==> src/rtl/obstacle_pkg.sv <==
// Shared types and constants for the obstacle spawner and its LFSR.
package obstacle_pkg;

  typedef enum logic [1:0] {
    TYPE_FLAT     = 2'b00,
    TYPE_TALL     = 2'b01,
    TYPE_FALL_TRI = 2'b10,
    TYPE_RISE_TRI = 2'b11
  } obs_type_t;

  typedef enum logic [1:0] {
    POS_TOP = 2'b00,
    POS_MID = 2'b01,
    POS_BOT = 2'b10
  } obs_pos_t;

  typedef enum logic [1:0] {
    ST_READY = 2'b00,
    ST_RUN   = 2'b01,
    ST_HALT  = 2'b10
  } state_t;

  // Biased x coordinates (screen x + 100).
  localparam logic [9:0]  PARK_X    = 10'd840;
  localparam logic [9:0]  SPAWN_X   = 10'd740;
  localparam logic [15:0] LFSR_SEED = 16'hACE1;
  localparam logic [15:0] LFSR_MASK = 16'hB400;

  // Two random bits select a band; the unused code 11 folds onto the middle band.
  function automatic obs_pos_t pos_from_bits(input logic [1:0] bits);
    if (bits == 2'b11) return POS_MID;
    return obs_pos_t'(bits);
  endfunction

endpackage

==> src/rtl/obstacle_spawner_lfsr16.sv <==
// Free-running 16-bit Galois LFSR; steps on every clock in every game state.
module lfsr16
  import obstacle_pkg::*;
(
  input  logic        clk,
  input  logic        reset,
  output logic [15:0] q
);

  // Shift right, folding the tap mask in whenever a 1 falls out of bit 0.
  always_ff @(posedge clk) begin
    if (reset) q <= LFSR_SEED;
    else       q <= (q >> 1) ^ (q[0] ? LFSR_MASK : 16'h0000);
  end

endmodule

==> src/rtl/obstacle_spawner.sv <==
// Spawns, scrolls and retires two obstacle slots once per video frame.
//
// Control pulses: frame_tick and start are single-cycle strobes sampled on
// the rising clk edge; game_over is a level sampled every cycle in RUN and
// wins over a coincident frame_tick. All outputs are registered and reflect
// a processed tick on the cycle after it was sampled.
module obstacle_spawner
  import obstacle_pkg::*;
#(
  parameter int BASE_SPEED    = 4,
  parameter int MAX_SPEED     = 12,
  parameter int SPEEDUP_EVERY = 8,
  parameter int MIN_GAP       = 40,
  parameter int FLICK_FRAMES  = 8
) (
  input  logic        clk,
  input  logic        reset,
  input  logic        frame_tick,
  input  logic        start,
  input  logic        game_over,
  output logic [1:0]  obs1_type,
  output logic [1:0]  obs2_type,
  output logic [1:0]  obs1_pos,
  output logic [1:0]  obs2_pos,
  output logic [9:0]  obs1_x,
  output logic [9:0]  obs2_x,
  output logic        flick1,
  output logic        flick2,
  output logic [3:0]  speed,
  output logic [15:0] score,
  output logic        running,
  output logic [1:0]  fsm_state
);

  logic [15:0] lfsr;
  logic        lfsr_unused;
  state_t      state;
  logic [6:0]  gap;
  logic [6:0]  gap_load;
  logic [7:0]  ret_cnt;
  logic [8:0]  ret_sum;
  logic [1:0]  n_ret;
  logic [1:0]  act;
  logic [1:0]  retire;
  logic [1:0]  spawn_sel;
  logic        tick_run;
  logic        spawn_ok;

  lfsr16 u_lfsr (
    .clk   (clk),
    .reset (reset),
    .q     (lfsr)
  );

  assign lfsr_unused = ^lfsr[15:10];
  assign fsm_state   = state;

  // A frame is processed only in RUN and only when no collision is flagged.
  assign tick_run     = (state == ST_RUN) && frame_tick && !game_over;
  // Spawn looks at occupancy before this tick, so a slot retiring now stays free.
  assign spawn_ok     = tick_run && (gap == 7'd0) && !(act[0] && act[1]);
  assign spawn_sel[0] = spawn_ok && !act[0];
  assign spawn_sel[1] = spawn_ok && act[0] && !act[1];
  assign gap_load     = 7'(MIN_GAP) + {1'b0, lfsr[9:4]};
  assign n_ret        = {1'b0, retire[0]} + {1'b0, retire[1]};
  assign ret_sum      = {1'b0, ret_cnt} + {7'd0, n_ret};

  // Game FSM: READY -> RUN on start, RUN -> HALT on game_over, HALT until reset.
  always_ff @(posedge clk) begin
    if (reset) begin
      state   <= ST_READY;
      running <= 1'b0;
    end else begin
      case (state)
        ST_READY: if (start) begin
          state   <= ST_RUN;
          running <= 1'b1;
        end
        ST_RUN: if (game_over) begin
          state   <= ST_HALT;
          running <= 1'b0;
        end
        default: begin
          state   <= ST_HALT;
          running <= 1'b0;
        end
      endcase
    end
  end

  // Frames-until-next-spawn counter, reloaded at game start and after each spawn.
  always_ff @(posedge clk) begin
    if (reset)                          gap <= 7'd0;
    else if (state == ST_READY && start) gap <= gap_load;
    else if (spawn_ok)                  gap <= gap_load;
    else if (tick_run && gap != 7'd0)   gap <= gap - 7'd1;
  end

  // Score and difficulty: every SPEEDUP_EVERY retirements add one px/frame.
  always_ff @(posedge clk) begin
    if (reset) begin
      speed   <= 4'(BASE_SPEED);
      score   <= 16'd0;
      ret_cnt <= 8'd0;
    end else if (tick_run) begin
      score <= score + {14'd0, n_ret};
      if (ret_sum >= 9'(SPEEDUP_EVERY)) begin
        ret_cnt <= 8'(ret_sum - 9'(SPEEDUP_EVERY));
        if (speed < 4'(MAX_SPEED)) speed <= speed + 4'd1;
      end else begin
        ret_cnt <= ret_sum[7:0];
      end
    end
  end

  for (genvar i = 0; i < 2; i++) begin : g_slot
    logic      act_q;
    obs_type_t type_q;
    obs_pos_t  pos_q;
    logic [9:0] x_q;
    logic      flick_q;
    logic [7:0] fcnt_q;

    assign act[i]    = act_q;
    assign retire[i] = tick_run && act_q && (x_q < {6'd0, speed});

    // One slot: park on reset/retire, load on spawn, else scroll and flicker.
    always_ff @(posedge clk) begin
      if (reset || retire[i]) begin
        act_q   <= 1'b0;
        type_q  <= TYPE_FLAT;
        pos_q   <= POS_TOP;
        x_q     <= PARK_X;
        flick_q <= 1'b0;
        fcnt_q  <= 8'd0;
      end else if (spawn_sel[i]) begin
        act_q   <= 1'b1;
        type_q  <= obs_type_t'(lfsr[1:0]);
        pos_q   <= pos_from_bits(lfsr[3:2]);
        x_q     <= SPAWN_X;
        flick_q <= 1'b0;
        fcnt_q  <= 8'd0;
      end else if (tick_run && act_q) begin
        x_q <= x_q - {6'd0, speed};
        if (fcnt_q == 8'(FLICK_FRAMES - 1)) begin
          fcnt_q  <= 8'd0;
          flick_q <= ~flick_q;
        end else begin
          fcnt_q <= fcnt_q + 8'd1;
        end
      end
    end
  end

  assign obs1_type = g_slot[0].type_q;
  assign obs1_pos  = g_slot[0].pos_q;
  assign obs1_x    = g_slot[0].x_q;
  assign flick1    = g_slot[0].flick_q;
  assign obs2_type = g_slot[1].type_q;
  assign obs2_pos  = g_slot[1].pos_q;
  assign obs2_x    = g_slot[1].x_q;
  assign flick2    = g_slot[1].flick_q;

endmodule

==> config.mk <==
export PLATFORM = sky130hd
export DESIGN_NAME = obstacle_spawner
export DESIGN_NICKNAME = d
export VERILOG_FILES = /design/src/rtl/obstacle_pkg.sv /design/src/rtl/obstacle_spawner_lfsr16.sv /design/src/rtl/obstacle_spawner.sv
export SDC_FILE = /design/constraint.sdc
export NUM_CORES = 1
export LEC_CHECK = 0
export CAP_MARGIN = 20
export CORE_MARGIN = 3
export CORE_UTILIZATION = 30
export DETAILED_ROUTE_END_ITERATION = 7
export GPL_TIMING_DRIVEN = 0
export PLACE_DENSITY_LB_ADDON = 0.25
export SYNTH_ARGS = -nofsm -noshare
export SYNTH_HDL_FRONTEND = slang
export SYNTH_SLANG_ARGS = --single-unit
==> constraint.sdc <==
create_clock -name clk -period 11.8 [get_ports clk]
set_clock_uncertainty 0.05 [all_clocks]
set_input_delay 2.36 -clock clk [delete_from_list [all_inputs] [get_ports clk]]
set_output_delay 2.36 -clock clk [all_outputs]
set_load 0.02 [all_outputs]
# ---- Word-level counts from Yosys, hierarchy flattened
# Cells that the tools add are included.
dict set report word_totals {
  output_inout_bits 53
  input_bits 5
  reg_bits 102
  word_cells 102
}
dict set report classes {
  n_eq_ne 6
  n_reduce_logical 32
  muxes 25
  bitwise_logic 3
  add_sub_neg 11
  magnitude_cmp 4
}
# op count
set ops {}
lappend ops {{two-way mux 9 bit} 4}
lappend ops {{two-way mux 8 bit} 3}
lappend ops {{two-way mux 7 bit} 3}
lappend ops {{less-than comparator 10 x 4 -> 1 bit} 2}
lappend ops {{subtractor 10 x 4 -> 10 bit} 2}
lappend ops {{adder 16 x 2 -> 16 bit} 1}
lappend ops {{adder 8 x 1 -> 8 bit, second input constant} 2}
lappend ops {{equality test 8 x 3 -> 1 bit, second input constant} 2}
lappend ops {{two-way mux 16 bit} 1}
lappend ops {{bitwise XOR 15 x 16 -> 16 bit} 1}
lappend ops {{logical AND 1 bit} 14}
lappend ops {{two-way mux 2 bit} 5}
lappend ops {{adder 8 x 2 -> 9 bit} 1}
lappend ops {{>= comparator 9 x 4 -> 1 bit, second input constant} 1}
lappend ops {{subtractor 8 x 4 -> 8 bit, second input constant} 1}
lappend ops {{adder 6 x 6 -> 7 bit, first input constant} 1}
lappend ops {{zero test 7 bit} 1}
lappend ops {{two-way mux 1 bit} 7}
lappend ops {{nonzero test 7 bit} 1}
lappend ops {{subtractor 7 x 1 -> 7 bit, second input constant} 1}
lappend ops {{AND reduction 2 bit} 3}
lappend ops {{adder 4 x 1 -> 4 bit, second input constant} 1}
lappend ops {{zero test 1 bit} 4}
lappend ops {{less-than comparator 4 bit, second input constant} 1}
lappend ops {{other kinds (13)} 18}

# ---- Depth between registers and ports, before layout
dict set report depth {
  depth_word 10
  ltp_mapped 19
}

# ---- Modules after synthesis
# A second synthesis with hierarchy kept.
dict set report hier_totals {
  cells_unflattened 571
  hier_area_um2 4919.7
}
# mod seq_area_each_um2 area_each_um2 instances cells_each
set by_module_without_submodules {}
lappend by_module_without_submodules {obstacle_spawner 1701.6 4456.8 1 535}
lappend by_module_without_submodules {lfsr16 320.3 462.9 1 36}

# ---- Worst setup path before layout
# No wires, ideal clock.
dict set report synth_timing {
  path_kind {in2reg}
  from {input frame_tick}
  to {register ret_cnt[3]}
  required_ns 11.629
  path_slack_ns 5.571
  n_path_buf 1
  t_arrival_ns 6.058
  path_stages 16
  setup_ns 0.121
  cell_sequence {nor4bb_1 -> buf_2 -> nand3_1 -> nor3_1 -> xnor2_1 -> ha_1 -> ha_1 -> a41oi_1 -> nor2_1 -> xnor2_1 -> ha_1 -> or4b_2 -> nand4_4 -> a21oi_1 -> nor3_2 -> mux2_2}
}
dict set report synth_via {
  elab_chain_len 8
  elab_cells_between_ends 11
  classes_between {add/sub (3); order compare (1); mux (1); reduce/logical (6)}
}
# element line
set synth_rtl {}
lappend synth_rtl {{start, declared} obstacle_spawner.sv:18} ;# input logic frame_tick,
lappend synth_rtl {{logical AND 1 bit * (2 in series)} obstacle_spawner.sv:59} ;# assign tick_run = (state == ST_RUN) && frame_tick && !game_over;
lappend synth_rtl {{logical AND 1 bit (2 in series)} obstacle_spawner.sv:125} ;# assign retire[i] = tick_run && act_q && (x_q < {6'd0, speed});
lappend synth_rtl {{adder 1 x 1 -> 2 bit} obstacle_spawner.sv:65} ;# assign n_ret = {1'b0, retire[0]} + {1'b0, retire[1]};
lappend synth_rtl {{adder 8 x 2 -> 9 bit} obstacle_spawner.sv:66} ;# assign ret_sum = {1'b0, ret_cnt} + {7'd0, n_ret};
lappend synth_rtl {{subtractor 8 x 4 -> 8 bit or >= comparator 9 x 4 -> 1 bit (tied branches)} {obstacle_spawner.sv:108, obstacle_spawner.sv:107}}
lappend synth_rtl {{two-way mux 8 bit} obstacle_spawner.sv:107} ;# if (ret_sum >= 9'(SPEEDUP_EVERY)) begin
lappend synth_rtl {{end signal, assigned} obstacle_spawner.sv:108} ;# ret_cnt <= 8'(ret_sum - 9'(SPEEDUP_EVERY));
lappend synth_rtl {{end signal, assigned} obstacle_spawner.sv:111} ;# ret_cnt <= ret_sum[7:0];
lappend synth_rtl {{end, declared} obstacle_spawner.sv:40} ;# logic [7:0] ret_cnt;
# Mark *: on every way between the ends. The rest lies on a longest branch, timed or not.
# A chain may end at the register's enable or synchronous reset.

# ---- Worst setup path after layout
# Ends and elaborated chain as after synthesis.

==> flow_results.xml <==
<?xml version="1.0" encoding="UTF-8"?>
<metrics>
  <group name="sta">
    <metric name="fin_setup_tns" unit="ps">0</metric>
    <metric name="slew_of_the_pin_with_the_lowest_slew_margin" unit="ps">828</metric>
    <metric name="worst_slew_margin_rel" unit="%">44.3</metric>
    <metric name="postLayoutSetupSlackWorst" unit="ps">4800</metric>
    <metric name="setup_viol" unit="">0</metric>
    <metric name="final_hold_viol_count" unit="">0</metric>
    <metric name="slew_viol_final" unit="">0</metric>
    <metric name="fin_hold_ws" unit="ps">383</metric>
    <metric name="max_freq" unit="GHz">0.143</metric>
    <metric name="period_needed" unit="ps">7000</metric>
    <metric name="layout_worst_path_cycle_share" unit="%">59.3</metric>
    <metric name="grt_setup_unrepaired" unit="">false</metric>
  </group>
  <group name="placement">
    <metric name="gpl.final_weighted_congestion" unit="">0.836</metric>
    <metric name="port-buffer-count" unit="">57</metric>
    <metric name="hpwlAfterDp" unit="um">9400</metric>
    <metric name="preCtsSetupSlack" unit="ps">4440</metric>
    <metric name="placed_area" unit="um^2">5930</metric>
  </group>
  <group name="cells_and_area">
    <metric name="fillCellCount" unit="">1682</metric>
    <metric name="cell_area_after_layout" unit="um^2">6260</metric>
    <metric name="final_util" unit="%">38.6</metric>
    <metric name="num-nets-final" unit="">684</metric>
    <metric name="mostFrequentLayoutCell" unit="">dfxtp_1</metric>
    <metric name="layout_common_cells" unit="">101 x dfxtp_1, 77 x nor2_1, 65 x nand2_1, 57 x clkdlybuf4s50_1, 40 x a21oi_1</metric>
    <metric name="layout-drive-gt1-share" unit="%">7.69</metric>
    <metric name="flow.area_growth_from_synthesis" unit="%">23.2</metric>
    <metric name="antenna-diode-count" unit="">0</metric>
  </group>
  <group name="outcome">
    <metric name="outcome" unit="">completed</metric>
  </group>
  <group name="logic_synthesis">
    <metric name="syn-instance-count" unit="">591</metric>
    <metric name="asyncSetResetFlopFracSynth" unit="%">0</metric>
    <metric name="synth.avg_cell_area" unit="um^2">8.60</metric>
    <metric name="synth-edff-count" unit="">0</metric>
    <metric name="netlist.top_cell.by_area" unit="">dfxtp_1</metric>
    <metric name="ys_warn_count" unit="">0</metric>
    <metric name="ys_dominant_reg_cell" unit="">dfxtp_1</metric>
    <metric name="number_of_register_bits_inferred_by_synthesis" unit="">101</metric>
    <metric name="synth_area" unit="um^2">5080</metric>
    <metric name="postSynthNetCount" unit="">616</metric>
    <metric name="synth.yosys.seq_area_share" unit="%">39.8</metric>
    <metric name="area_fraction_of_the_dominant_cell_type_after_synthesis" unit="%">39.8</metric>
    <metric name="post_synth_num_cell_types" unit="">73</metric>
    <metric name="synth_area_leaders" unit="">dfxtp_1 40%, nor2_1 5.7%, xnor2_1 5.0%</metric>
  </group>
  <group name="global_route">
    <metric name="total_routing_resource_utilization_after_global_routing" unit="%">14.4</metric>
    <metric name="grt_max_degree" unit="">17</metric>
    <metric name="first_global_vias" unit="">4388</metric>
    <metric name="antenna_found_initial" unit="">0</metric>
    <metric name="grtUsageMet1" unit="%">18.7</metric>
    <metric name="first_pass_grt_wire_length" unit="um">21600</metric>
    <metric name="global_route_track_usage_on_met3" unit="%">3.66</metric>
    <metric name="met2_usage" unit="%">24.0</metric>
    <metric name="most_utilized_layer_in_the_global_route_result" unit="">met2</metric>
    <metric name="globalRoute.totalOverflow" unit="">0</metric>
  </group>
  <group name="cts">
    <metric name="cts_max_path_buffers" unit="">2</metric>
    <metric name="insertion_delay" unit="ps">350</metric>
    <metric name="number_of_clock_buffers_inserted_by_tritoncts" unit="">9</metric>
    <metric name="setup_buffers_after_cts" unit="">0</metric>
    <metric name="post_cts_hold_buffer_count" unit="">0</metric>
    <metric name="cts-resized-gates" unit="">0</metric>
    <metric name="clkSinkCount" unit="">101</metric>
    <metric name="clock_tree.htree_level_count" unit="">3</metric>
    <metric name="cts_tree" unit="">yes</metric>
    <metric name="path_clk_slew" unit="ps">70</metric>
    <metric name="clk_root_buffer_cell" unit="">clkbuf_16</metric>
  </group>
  <group name="route">
    <metric name="via_count" unit="">4365</metric>
    <metric name="ant_nets" unit="">0</metric>
    <metric name="drt-initial-drc-count" unit="">214</metric>
    <metric name="detail_route.vias_per_cell" unit="">4.97</metric>
    <metric name="wl" unit="um">12600</metric>
    <metric name="detail_routed_net_length_per_standard_cell" unit="um">14.3</metric>
    <metric name="first_pass_iters" unit="">4</metric>
    <metric name="drc" unit="">0</metric>
  </group>
  <group name="worst_setup_path">
    <metric name="crit_path_end_kind" unit="">flip-flop</metric>
    <metric name="worst_ep_required_time" unit="ps">11990</metric>
    <metric name="r2r.worst_path.cells" unit="">17</metric>
    <metric name="timing.critical_path.fanout_max" unit="">8</metric>
    <metric name="worst_setup_path_start_kind" unit="">primary input</metric>
    <metric name="timing.critical_path.arrival" unit="ps">7190</metric>
    <metric name="critical_path_class" unit="">in -&gt; reg</metric>
    <metric name="slowest_stage" unit="">or4b_2</metric>
    <metric name="cp_slowest_stage_delay" unit="ps">660</metric>
    <metric name="critical_path.most_common_cell" unit="">ha_1</metric>
    <metric name="crit_chain" unit="">clkdlybuf4s50_1 -&gt; nor4bb_1 -&gt; buf_2 -&gt; nand3_1 -&gt; nor3_1 -&gt; xnor2_1 -&gt; ha_1 -&gt; ha_1 -&gt; a41oi_1 -&gt; nor2_1 -&gt; xnor2_1 -&gt; ha_1 -&gt; or4b_2 -&gt; nand4_4 -&gt; a21oi_1 -&gt; nor3_2 -&gt; mux2_2</metric>
  </group>
  <group name="die">
    <metric name="start_util" unit="%">31.3</metric>
    <metric name="area_inside_the_core_boundary" unit="um^2">16200</metric>
    <metric name="die_width" unit="um">136</metric>
    <metric name="dieHeight" unit="um">136</metric>
    <metric name="placement_rows" unit="">46</metric>
    <metric name="floorplan.io_pins" unit="">58</metric>
    <metric name="die_area" unit="um^2">18500</metric>
  </group>
  <group name="power">
    <metric name="max-vdd-ir-drop" unit="V">0.0000675</metric>
    <metric name="pwr-share-clk" unit="%">46.0</metric>
    <metric name="net-switching-power" unit="W">0.000162</metric>
    <metric name="p_per_area" unit="nW/um^2">117</metric>
    <metric name="static-leakage-power" unit="nW">2.21</metric>
    <metric name="swShare" unit="%">22.1</metric>
    <metric name="intPower" unit="W">0.000571</metric>
    <metric name="seqPwrFrac" unit="%">48.3</metric>
    <metric name="pwr-share-comb" unit="%">5.7</metric>
  </group>
  <group name="min_path">
    <metric name="worst_hold_path_type" unit="">reg -&gt; reg</metric>
    <metric name="hold_depth" unit="">1</metric>
  </group>
  <group name="run">
    <metric name="maxCapViolations" unit="">0</metric>
  </group>
</metrics>
## kinds of logic after synthesis
logic type               count (synthesis)  share of synthesized area [%]
AO/OA/AOI/OAI                           97                           13.3
XOR/XNOR                                54                           9.30
adder cells (fa/ha/maj)                 23                           5.88
buffers and inverters                   46                           3.69
flip-flops                             101                           39.8
multiplexers                             6                           1.40
AND/OR/NAND/NOR                        264                           26.7
## power by group through the flow
stage / sequential, W / combinational [W] / clock (W)
after floorplan: 0.000362 / 0.0000281 / 0
after global placement: 0.000362 / 0.0000415 / 0
after detailed placement: 0.000362 / 0.0000422 / 0
after CTS: 0.000354 / 0.0000425 / 0.000348
after global routing: 0.000355 / 0.0000471 / 0.000360
final: 0.000354 / 0.0000419 / 0.000337
## worst max-delay path: cells and delay by family
family / cells / cell delay, ps
simple gates: 7 / 1920
buf+inv: 2 / 730
compound gates: 2 / 570
mux: 1 / 350
xor+xnor: 2 / 410
fa+ha+maj: 3 / 830
## synth_stat cells, types with 3 or more instances
library cell / count
a211oi_1: 9
ha_1: 18
dfxtp_1: 101
a31oi_1: 6
or2_2: 7
nor2b_1: 12
a21oi_1: 40
buf_2: 3
or3_1: 14
nor2_1: 77
nand4_1: 10
inv_1: 19
nor3_1: 12
o21ai_0: 12
nand3_1: 22
xor2_1: 25
nand2b_1: 12
clkbuf_1: 20
and3_1: 5
nand2_1: 65
mux2i_1: 3
xnor2_1: 29
or4_1: 4
## per-layer routing
| layer | up-vias | wire, um |
|---|---|---|
| met2 | 94 | 5730 |
| met5 | - | 0 |
| met1 | 2077 | 6070 |
| met3 | 8 | 639 |
| li1 | 2186 | - |
| met4 | 0 | 120 |
## worst paths after layout
check                                   from           end  slack [ps]
worst max-delay path              frame_tick    ret_cnt[3]        4800
worst min-delay path            u_lfsr.q[12]  u_lfsr.q[11]         380
worst max register to register      speed[0]    ret_cnt[3]        6450
worst min register to register  u_lfsr.q[12]  u_lfsr.q[11]         380
## flip-flops by register name, indices dropped and copies added (netlist names), 4 cells and up
signal,count
obs2_x,10
ret_cnt,8
u_lfsr.q,16
g_slot.fcnt_q,16
obs1_x,10
speed,4
score,16
gap,7
## cell type report
cell class	instances	area [um^2]	share of cell area [%]
flip-flops and latches	101	2020	32.3
plain buffers	27	116	1.86
well taps	216	270	4.31
repair buffers	57	571	9.11
clock inverters	6	113	1.80
clock buffers	9	225	3.60
multi-input cells	444	2880	45.9
inverters	19	71.3	1.14
## per-stage QoR
stage                     std cells  power [W]
after global routing            879   0.000763
final                           879   0.000733
after global placement          864   0.000403
after detailed placement        864   0.000404
after CTS                       879   0.000744
after floorplan                 591   0.000390
Power figures use the tool's default switching activity.
